==> config.mk <==
export PLATFORM = sky130hd
export DESIGN_NAME = ifm_tile_fetch
export DESIGN_NICKNAME = d
export VERILOG_FILES = /design/src/rtl/ifm_tile_fetch.sv
export SDC_FILE = /design/constraint.sdc
export NUM_CORES = 1
export LEC_CHECK = 0
export ABC_AREA = 1
export CAP_MARGIN = 20
export CORE_MARGIN = 4
export CORE_UTILIZATION = 64
export CTS_CLUSTER_DIAMETER = 50
export CTS_CLUSTER_SIZE = 28
export DETAILED_ROUTE_END_ITERATION = 6
export PLACE_DENSITY_LB_ADDON = 0.3
export SETUP_SLACK_MARGIN = 0.5
export SYNTH_ARGS = -nofsm -noshare
export SYNTH_HDL_FRONTEND = slang
export SYNTH_SLANG_ARGS = --single-unit
==> constraint.sdc <==
create_clock -name clk -period 21.4 [get_ports clk]
set_input_delay 3.21 -clock clk [delete_from_list [all_inputs] [get_ports clk]]
set_output_delay 3.21 -clock clk [all_outputs]
set_load 0.03 [all_outputs]
==> src/rtl/ifm_tile_fetch.sv <==
`default_nettype none
// ifm_tile_fetch -- fetches one IFM tile plus a zero-filled halo into the tile buffer.
// Rev 1.0
module ifm_tile_fetch #(
   parameter int TILE_H     = 16,
   parameter int TILE_W     = 8,
   parameter int PAD        = 1,
   parameter int DATA_BYTES = 2,
   parameter int DATA_W     = 16,
   parameter int MAX_OUT    = 4,
   parameter int BUF_AW     = 8
) (
   input  logic              clk,
   input  logic              rst,
   input  logic              i_tile_start,
   input  logic [15:0]       i_tile_x,
   input  logic [15:0]       i_tile_y,
   input  logic [15:0]       i_h,
   input  logic [15:0]       i_w,
   input  logic [31:0]       i_ifm_base_addr,
   output logic              o_mem_req_valid,
   input  logic              i_mem_req_ready,
   output logic [31:0]       o_mem_req_addr,
   input  logic              i_mem_rsp_valid,
   input  logic [DATA_W-1:0] i_mem_rsp_data,
   output logic              o_buf_we,
   output logic [BUF_AW-1:0] o_buf_waddr,
   output logic [DATA_W-1:0] o_buf_wdata,
   output logic              o_busy,
   output logic              o_tile_done
);

   localparam int WH  = TILE_H + 2*PAD;
   localparam int WW  = TILE_W + 2*PAD;
   localparam int RW  = $clog2(WH + 1);
   localparam int CW  = $clog2(WW);
   localparam int OCW = $clog2(MAX_OUT + 1);
   localparam int PW  = (MAX_OUT > 1) ? $clog2(MAX_OUT) : 1;

   localparam logic [1:0] S_IDLE  = 2'd0;
   localparam logic [1:0] S_ISSUE = 2'd1;
   localparam logic [1:0] S_DRAIN = 2'd2;
   localparam logic [1:0] S_DONE  = 2'd3;

   localparam logic [31:0] c_DB    = 32'(DATA_BYTES);
   localparam logic [31:0] c_PAD32 = 32'(PAD);
   localparam logic [31:0] c_PADB  = 32'(PAD*DATA_BYTES);
   localparam logic [17:0] c_PAD18 = 18'(PAD);

   logic [1:0]        r_state, w_next;
   logic [15:0]       r_tx, r_ty, r_h, r_w;
   logic [31:0]       r_row_addr, r_elem_addr;
   logic [RW-1:0]     r_r;
   logic [CW-1:0]     r_c;
   logic [BUF_AW-1:0] r_idx;
   logic [OCW-1:0]    r_out_cnt;
   logic [BUF_AW-1:0] r_fifo [MAX_OUT];
   logic [PW-1:0]     r_wp, r_rp;
   logic              r_buf_we;
   logic [BUF_AW-1:0] r_buf_waddr;
   logic [DATA_W-1:0] r_buf_wdata;

   logic [17:0] w_row, w_col;
   logic        w_inb, w_issue, w_req_valid, w_req_fire, w_pad_fire, w_retire;
   logic        w_last, w_rsp_take, w_drain_done, w_start_ok;
   logic [31:0] w_row_step, w_init_row;

   function automatic logic [PW-1:0] ptr_inc(input logic [PW-1:0] p);
      return (p == PW'(MAX_OUT-1)) ? '0 : p + 1'b1;
   endfunction

   // Image coordinates of the current window element; bit 17 set means negative.
   assign w_row = {2'b00, r_ty} + 18'(r_r) - c_PAD18;
   assign w_col = {2'b00, r_tx} + 18'(r_c) - c_PAD18;
   assign w_inb = !w_row[17] && (w_row < {2'b00, r_h}) &&
                  !w_col[17] && (w_col < {2'b00, r_w});

   assign w_issue      = (r_state == S_ISSUE);
   assign w_req_valid  = w_issue && w_inb && (r_out_cnt < OCW'(MAX_OUT));
   assign w_req_fire   = w_req_valid && i_mem_req_ready;
   assign w_pad_fire   = w_issue && !w_inb && !i_mem_rsp_valid;
   assign w_retire     = w_req_fire || w_pad_fire;
   assign w_last       = (r_r == RW'(WH-1)) && (r_c == CW'(WW-1));
   assign w_rsp_take   = i_mem_rsp_valid && (r_out_cnt != '0);
   assign w_drain_done = (r_out_cnt == '0) || ((r_out_cnt == OCW'(1)) && i_mem_rsp_valid);
   assign w_start_ok   = (r_state == S_IDLE) && i_tile_start;
   assign w_row_step   = {16'b0, r_w} * c_DB;
   assign w_init_row   = i_ifm_base_addr - c_PAD32 * ({16'b0, i_w} * c_DB);

   always_ff @(posedge clk or posedge rst) begin
      if (rst) r_state <= S_IDLE;
      else     r_state <= w_next;
   end

   always_comb begin
      w_next = r_state;
      case (r_state)
         S_IDLE:  if (i_tile_start)        w_next = S_ISSUE;
         S_ISSUE: if (w_retire && w_last)  w_next = S_DRAIN;
         S_DRAIN: if (w_drain_done)        w_next = S_DONE;
         S_DONE:                           w_next = S_IDLE;
         default:                          w_next = S_IDLE;
      endcase
   end

   always_comb begin
      o_mem_req_valid = w_req_valid;
      o_busy          = (r_state != S_IDLE);
      o_tile_done     = (r_state == S_DONE);
   end

   // Scan position and request address advance incrementally, avoiding a per-element multiply.
   always_ff @(posedge clk or posedge rst) begin
      if (rst) begin
         r_tx        <= '0;
         r_ty        <= '0;
         r_h         <= '0;
         r_w         <= '0;
         r_r         <= '0;
         r_c         <= '0;
         r_idx       <= '0;
         r_row_addr  <= '0;
         r_elem_addr <= '0;
      end else if (w_start_ok) begin
         r_tx        <= i_tile_x;
         r_ty        <= i_tile_y;
         r_h         <= i_h;
         r_w         <= i_w;
         r_r         <= '0;
         r_c         <= '0;
         r_idx       <= '0;
         r_row_addr  <= w_init_row;
         r_elem_addr <= w_init_row - c_PADB;
      end else if (w_retire) begin
         r_idx <= r_idx + 1'b1;
         if (r_c == CW'(WW-1)) begin
            r_c         <= '0;
            r_r         <= r_r + 1'b1;
            r_row_addr  <= r_row_addr + w_row_step;
            r_elem_addr <= r_row_addr + w_row_step - c_PADB;
         end else begin
            r_c         <= r_c + 1'b1;
            r_elem_addr <= r_elem_addr + c_DB;
         end
      end
   end

   // Buffer addresses of in-flight reads; out_cnt doubles as the FIFO occupancy.
   always_ff @(posedge clk or posedge rst) begin
      if (rst) begin
         r_out_cnt <= '0;
         r_wp      <= '0;
         r_rp      <= '0;
         for (int i = 0; i < MAX_OUT; i++) r_fifo[i] <= '0;
      end else if (w_start_ok) begin
         r_out_cnt <= '0;
         r_wp      <= '0;
         r_rp      <= '0;
      end else begin
         if (w_req_fire) begin
            r_fifo[r_wp] <= r_idx;
            r_wp         <= ptr_inc(r_wp);
         end
         if (w_rsp_take) r_rp <= ptr_inc(r_rp);
         case ({w_req_fire, w_rsp_take})
            2'b10:   r_out_cnt <= r_out_cnt + 1'b1;
            2'b01:   r_out_cnt <= r_out_cnt - 1'b1;
            default: r_out_cnt <= r_out_cnt;
         endcase
      end
   end

   always_ff @(posedge clk or posedge rst) begin
      if (rst) begin
         r_buf_we    <= 1'b0;
         r_buf_waddr <= '0;
         r_buf_wdata <= '0;
      end else begin
         r_buf_we <= w_rsp_take || w_pad_fire;
         if (w_rsp_take) begin
            r_buf_waddr <= r_fifo[r_rp];
            r_buf_wdata <= i_mem_rsp_data;
         end else if (w_pad_fire) begin
            r_buf_waddr <= r_idx;
            r_buf_wdata <= '0;
         end
      end
   end

   assign o_mem_req_addr = r_elem_addr;
   assign o_buf_we       = r_buf_we;
   assign o_buf_waddr    = r_buf_waddr;
   assign o_buf_wdata    = r_buf_wdata;

endmodule
`default_nettype wire

* Word-level counts from Yosys, hierarchy flattened
Cells that the tools add are included.
** Cells by class
- Reductions and logical operators :: 34
- Order comparisons :: 6
- Shift operators :: 0
- $add $sub $neg :: 16
- Bitwise logic cells :: 3
- Eq/ne operators :: 13
- Div/mod/pow operators :: 0
- Muxes and demuxes :: 36
- $mul :: 0
** Operators by type and width (number)
- 32-bit 2-to-1 mux :: 6
- 32-bit by 2-bit subtractor with 32-bit output (second input constant) :: 2
- 8-bit 2-to-1 mux :: 7
- 18-bit by 16-bit < comparator with 1-bit output :: 2
- 17-bit by 1-bit subtractor with 18-bit output (second input constant) :: 2
- 32-bit by 17-bit adder with 32-bit output :: 1
- 32-bit by 2-bit adder with 32-bit output (second input constant) :: 1
- 32-bit bitwise mux :: 1
- 16-bit 2-to-1 mux :: 2
- 32-bit by 17-bit subtractor with 32-bit output :: 1
- 2-bit 2-to-1 mux :: 9
- 16-bit by 4-bit adder with 17-bit output :: 1
- 16-bit by 5-bit adder with 17-bit output :: 1
- 8-bit binary-select mux with 2-bit select :: 1
- 8-bit demux with 2-bit select :: 1
- 5-bit 2-to-1 mux :: 3
- 1-bit logical AND :: 14
- 4-bit 2-to-1 mux :: 3
- 2-bit nonzero test :: 6
- 2-bit == test (second input constant) :: 5
- 8-bit by 1-bit adder with 8-bit output (second input constant) :: 1
- 2-bit case mux with 4 select lines :: 1
- 3-bit greater-or-equal comparator (second input constant) :: 2
- 2-bit inverter with 3-bit output :: 2
- 23 further kinds :: 33
** Word-level totals
- Bits of input ports :: 117
- ROM bits :: 0
- Output and inout port bits :: 60
- Logic and storage cells :: 128
- Register bits after elaboration :: 211
- Memories kept :: 0
- Latch bits :: 0
- Memory bits (writable) :: 0

* Depth between registers and ports, before layout
- Word-level depth :: 13
- Depth in mapped cells :: 33
- Gate-level depth less buffers :: 32

* Least setup slack after synthesis
OpenSTA, ideal clock, no wires.
- Path type :: flip-flop to output port
- Start :: register r_c[1]
- End :: output o_mem_req_valid
- Arrival time :: 3982 ps
- Stages on the path, launching flop included :: 23
- Setup slack :: 14208 ps
- Path buffers :: 0
- Data required time :: 18190 ps
- Cells stage by stage :: dfrtp_1 inv_1 ha_1 inv_1 ha_1 fa_1 a21oi_1 o21bai_2 nand2_1 o211ai_2 nand3_1 nor2_1 nor2_1 o21ai_0 xor2_1 ha_1 or2_1 a221oi_1 a21boi_1 nand4_2 nor2_4 nand2_2 nor3_1
** Between the ends
- Cells in the longest elaborated chain, start to end :: 7
- Elaborated cells on any way between the ends :: 8
- Classes of those cells :: add/sub (2); order compare (1); reduce/logical (5)
** Ends and longest elaborated chain
- start: declaration :: line 54 : logic [CW-1:0] r_c;
- start signal: assignment :: line 142 : r_c <= r_c + 1'b1;
- 16-bit by 4-bit adder with 17-bit output * :: line 74 : assign w_col = {2'b00, r_tx} + 18'(r_c) - c_PAD18;
- 17-bit by 1-bit subtractor with 18-bit output * :: line 74
- parallel branches: the longest is 2 deep, another holds 18-bit by 16-bit < comparator with 1-bit output
- 1-bit logical AND * :: line 76 : !w_col[17] && (w_col < {2'b00, r_w});
- 1-bit logical AND * (2 in series) :: line 79 : assign w_req_valid = w_issue && w_inb && (r_out_cnt < OCW'(MAX_OUT));
- end: declaration :: line 21 : output logic o_mem_req_valid,
Mark *: on every way between the ends.

* Worst setup path in the final report
Same ends and word-level chain as after synthesis.

==> flow_metrics.py <==
metrics = {
    "outcome": {
        "run_status": "finished, final reports clean",
    },
    "yosys": {
        "synth.ff_latch_count": 211,
        "postSynthAreaPerCell_um2": 6.29,
        "synthesis.instances": 2967,
        "yosys_warnings": 0,
        "mappedNetlistArea_um2": 18700,
        "yosysSeqAreaShare_pct": 28.3,
        "synthDominantCellAreaShare_pct": 28.3,
        "synth_ff_type": "sky130_fd_sc_hd__dfrtp_1",
        "netlist-cell-type-count": 56,
        "asyncSetResetFlopFracSynth_pct": 100,
        "mappedNetlistNets": 3213,
        "yosysTopAreaCell": "sky130_fd_sc_hd__dfrtp_1",
        "synth_top_cells_by_area": "sky130_fd_sc_hd__dfrtp_1 28%, sky130_fd_sc_hd__nand2_1 21%, sky130_fd_sc_hd__inv_1 8.5%, sky130_fd_sc_hd__ha_1 8.4%, sky130_fd_sc_hd__nand3_1 5.8%",
        "synth_edf_count": 0,
    },
    "detailed_routing": {
        "vias": 21000,
        "drt_drc_violations_left": 0,
        "post_drt_via_cell_ratio": 5.98,
        "drt-wirelength-per-cell_um": 18.6,
        "drt_wl_total_um": 65400,
        "iteration_0_drc_markers": 2558,
        "detail-route-antenna-nets": 0,
        "detail_route.first_pass.iterations": 7,
    },
    "die": {
        "fp-row-count": 62,
        "initial_core_util_pct": 65.0,
        "core-area_um2": 28700,
        "boundaryPins": 177,
        "die_area_um2": 32000,
        "die_width_um": 179,
        "vertical_extent_of_the_die_um": 179,
    },
    "critical_path": {
        "worstSetupEndpointType": "primary output",
        "ff2ff_setup_slack_ns": 15.59,
        "worst_path_max_fanout": 3,
        "timing.critical_path.from_type": "flop",
        "worstPathArrival_ns": 5.33,
        "required_ns": 18.19,
        "timing_worst_setup_path_type": "flop to primary output",
    },
    "timing": {
        "final-setup-viol-count": 0,
        "fmaxAchievable_mhz": 117,
        "tightest_slew_ns": 0.985,
        "finalHoldViolations": 0,
        "fin_crit_ns": 8.54,
        "grt_setup_unrepaired": "false",
        "final.setup.tns_ns": 0,
        "final_min_period_over_clock_period_pct": 39.9,
        "max_slew_margin_pct": 34.3,
        "slew_violations": 0,
        "fin_skew_ns": 0.0446,
    },
    "cells_and_area": {
        "num_antenna_cells": 0,
        "final_common_cell": "sky130_fd_sc_hd__nand2_1",
        "share_of_post_route_cells_with_drive_strength_above_1_pct": 4.37,
        "filler_instances": 2228,
        "final_cell_mix": "1045 x sky130_fd_sc_hd__nand2_1, 420 x sky130_fd_sc_hd__inv_1, 262 x sky130_fd_sc_hd__nor2_1",
        "fin_util_pct": 75.4,
        "flow.area_growth_from_synthesis_pct": 16.0,
        "sequential_cell_area_um2": 5280,
        "nNetsFinal": 3359,
        "multiInputGateArea_um2": 11500,
    },
    "clocking": {
        "clock_path_buffers": 3,
        "maximum_level_of_the_cts_h_tree": 1,
        "tritoncts": "done",
        "clock-root-buffer": "sky130_fd_sc_hd__clkbuf_16",
        "tritoncts_num_sinks": 211,
        "worst_skew_pair.late_latency_ns": 0.57,
        "cts_made_buffers": 26,
        "post_cts_resized": 0,
        "post_cts_buffers": 0,
        "worst_setup_hold_path_clk_slew_ns": 0.07,
        "cts_hold_buf": 0,
    },
    "global_route": {
        "antenna_found_initial": 2,
        "first_pass_grt_wire_length_um": 102000,
        "globalRouteTotalUtil_pct": 39.9,
        "number_of_global_route_vias_before_repair": 19700,
        "grt_start_max_net_pins": 135,
        "grt_remaining_overflow": 0,
    },
    "power_and_ir_drop": {
        "vdd_drop_max_v": 0.000106,
        "p_leak_uw": 0.0111,
        "power-per-cell-area_nw_per_um2": 164,
    },
    "job": {
        "max_cap_viol_count": 0,
    },
    "placed_design": {
        "place.gp.congestion": 1.07,
        "io_buffers": 176,
        "post_dp_hpwl_um": 49400,
    },
    "worst_hold_path": {
        "timing.hold.worst.class": "flop to flop",
    },
}
[report_power, final]
part           switching [uW]  internal [uW]
combinational            1570            803
clock                     212            262
sequential                147            552
total                    1930           1620
[worst paths after layout]
check	from	end	depth (start not counted)
max reg2reg	r_c[1]$_DFFE_PP0P_	r_row_addr[12]$_DFFE_PP0P_	28
max	r_c[1]$_DFFE_PP0P_	o_mem_req_valid	23
min in group asynchronous	rst	r_fifo[4]$_DFFE_PP0P_	2
max in group asynchronous	rst	r_row_addr[4]$_DFFE_PP0P_	3
min reg2reg	r_fifo[9]$_DFFE_PP0P_	r_fifo[9]$_DFFE_PP0P_	2
min	r_fifo[9]$_DFFE_PP0P_	r_fifo[9]$_DFFE_PP0P_	2
[layout make-up]
type                    count  area share (%)
clock buffers              26            3.01
repair buffers            183            8.48
multi-input cells        2259            53.0
flip-flops and latches    211            24.4
well taps                 384            2.22
clock inverters            22            1.38
inverters                 432            7.56
[per-stage QoR]
| stage | instances | instance area [um^2] | hold slack [ns] | power (uW) | worst slack, ns |
|---|---|---|---|---|---|
| floorplan | 2967 | 18700 | 0.445 | 2300 | 12.42 |
| global placement | 3468 | 20700 | 0.461 | 2860 | 13.72 |
| detailed placement | 3468 | 20700 | 0.468 | 2970 | 13.55 |
| CTS | 3516 | 21600 | 0.486 | 3480 | 12.97 |
| global route | 3517 | 21600 | 0.502 | 3820 | 12.65 |
| finish | 3517 | 21600 | 0.488 | 3550 | 12.86 |
[critical path, cell delays in order, from the launching register on]
cell and delay, ns:
sky130_fd_sc_hd__dfrtp_1 0.37, sky130_fd_sc_hd__inv_1 0.08, sky130_fd_sc_hd__ha_1 0.27, sky130_fd_sc_hd__inv_1 0.04
sky130_fd_sc_hd__ha_1 0.22, sky130_fd_sc_hd__fa_1 0.42, sky130_fd_sc_hd__a21oi_1 0.20, sky130_fd_sc_hd__o21bai_2 0.11
sky130_fd_sc_hd__nand2_1 0.08, sky130_fd_sc_hd__o211ai_2 0.10, sky130_fd_sc_hd__nand3_1 0.13, sky130_fd_sc_hd__nor2_1 0.05
sky130_fd_sc_hd__nor2_1 0.13, sky130_fd_sc_hd__o21ai_0 0.14, sky130_fd_sc_hd__xor2_1 0.17, sky130_fd_sc_hd__ha_1 0.19
sky130_fd_sc_hd__or2_1 0.21, sky130_fd_sc_hd__a221oi_1 0.28, sky130_fd_sc_hd__a21boi_1 0.27, sky130_fd_sc_hd__nand4_2 0.19
sky130_fd_sc_hd__nor2_4 0.18, sky130_fd_sc_hd__nand2_2 0.09, sky130_fd_sc_hd__nor3_1 0.15, sky130_fd_sc_hd__clkdlybuf4s50_1 0.71
[kinds of logic after synthesis]
group | count (synthesis) | synth area share (%)
compound gates | 363 | 10.7
xor+xnor | 84 | 4.10
fa+ha+maj | 129 | 8.81
buf+inv | 497 | 10.3
flops | 211 | 28.3
simple gates | 1683 | 37.7
[state kept, by name, summed over array words and instances (netlist names)]
| register | cells |
|---|---|
| r_out_cnt | 3 |
| o_buf_wdata | 16 |
| o_buf_we | 1 |
| r_row_addr | 32 |
| r_fifo | 32 |
| r_wp | 2 |
| r_h | 16 |
| r_rp | 2 |
| r_tx | 16 |
| o_buf_waddr | 8 |
| r_idx | 8 |
| o_mem_req_addr | 32 |
| r_w | 16 |
| r_c | 4 |
| r_state | 2 |
| r_r | 5 |
| r_ty | 16 |
[cell usage after synthesis (all sizes together), types with 4 or more instances]
master,n
nand2,1054
inv,429
nor2,275
o21ai,244
nand3,223
dfrtp,211
ha,125
a21oi,74
nand4,63
xor2,61
clkbuf,44
nor3,37
xnor2,23
buf,21
o22ai,10
or2,10
a31oi,9
nor4,9
o21bai,8
nand3b,6
o211ai,5
fa,4
o21a,4
[routing by layer]
metal | up-vias | track usage [%] | routed length [um]
li1 | 9735 | - | -
met1 | 9692 | 48.8 | 24300
met2 | 1282 | 68.0 | 30500
met3 | 313 | 6.47 | 6300
met4 | 2 | 20.1 | 4310
met5 | - | 0 | 13
(Power assumes the default switching activity.)
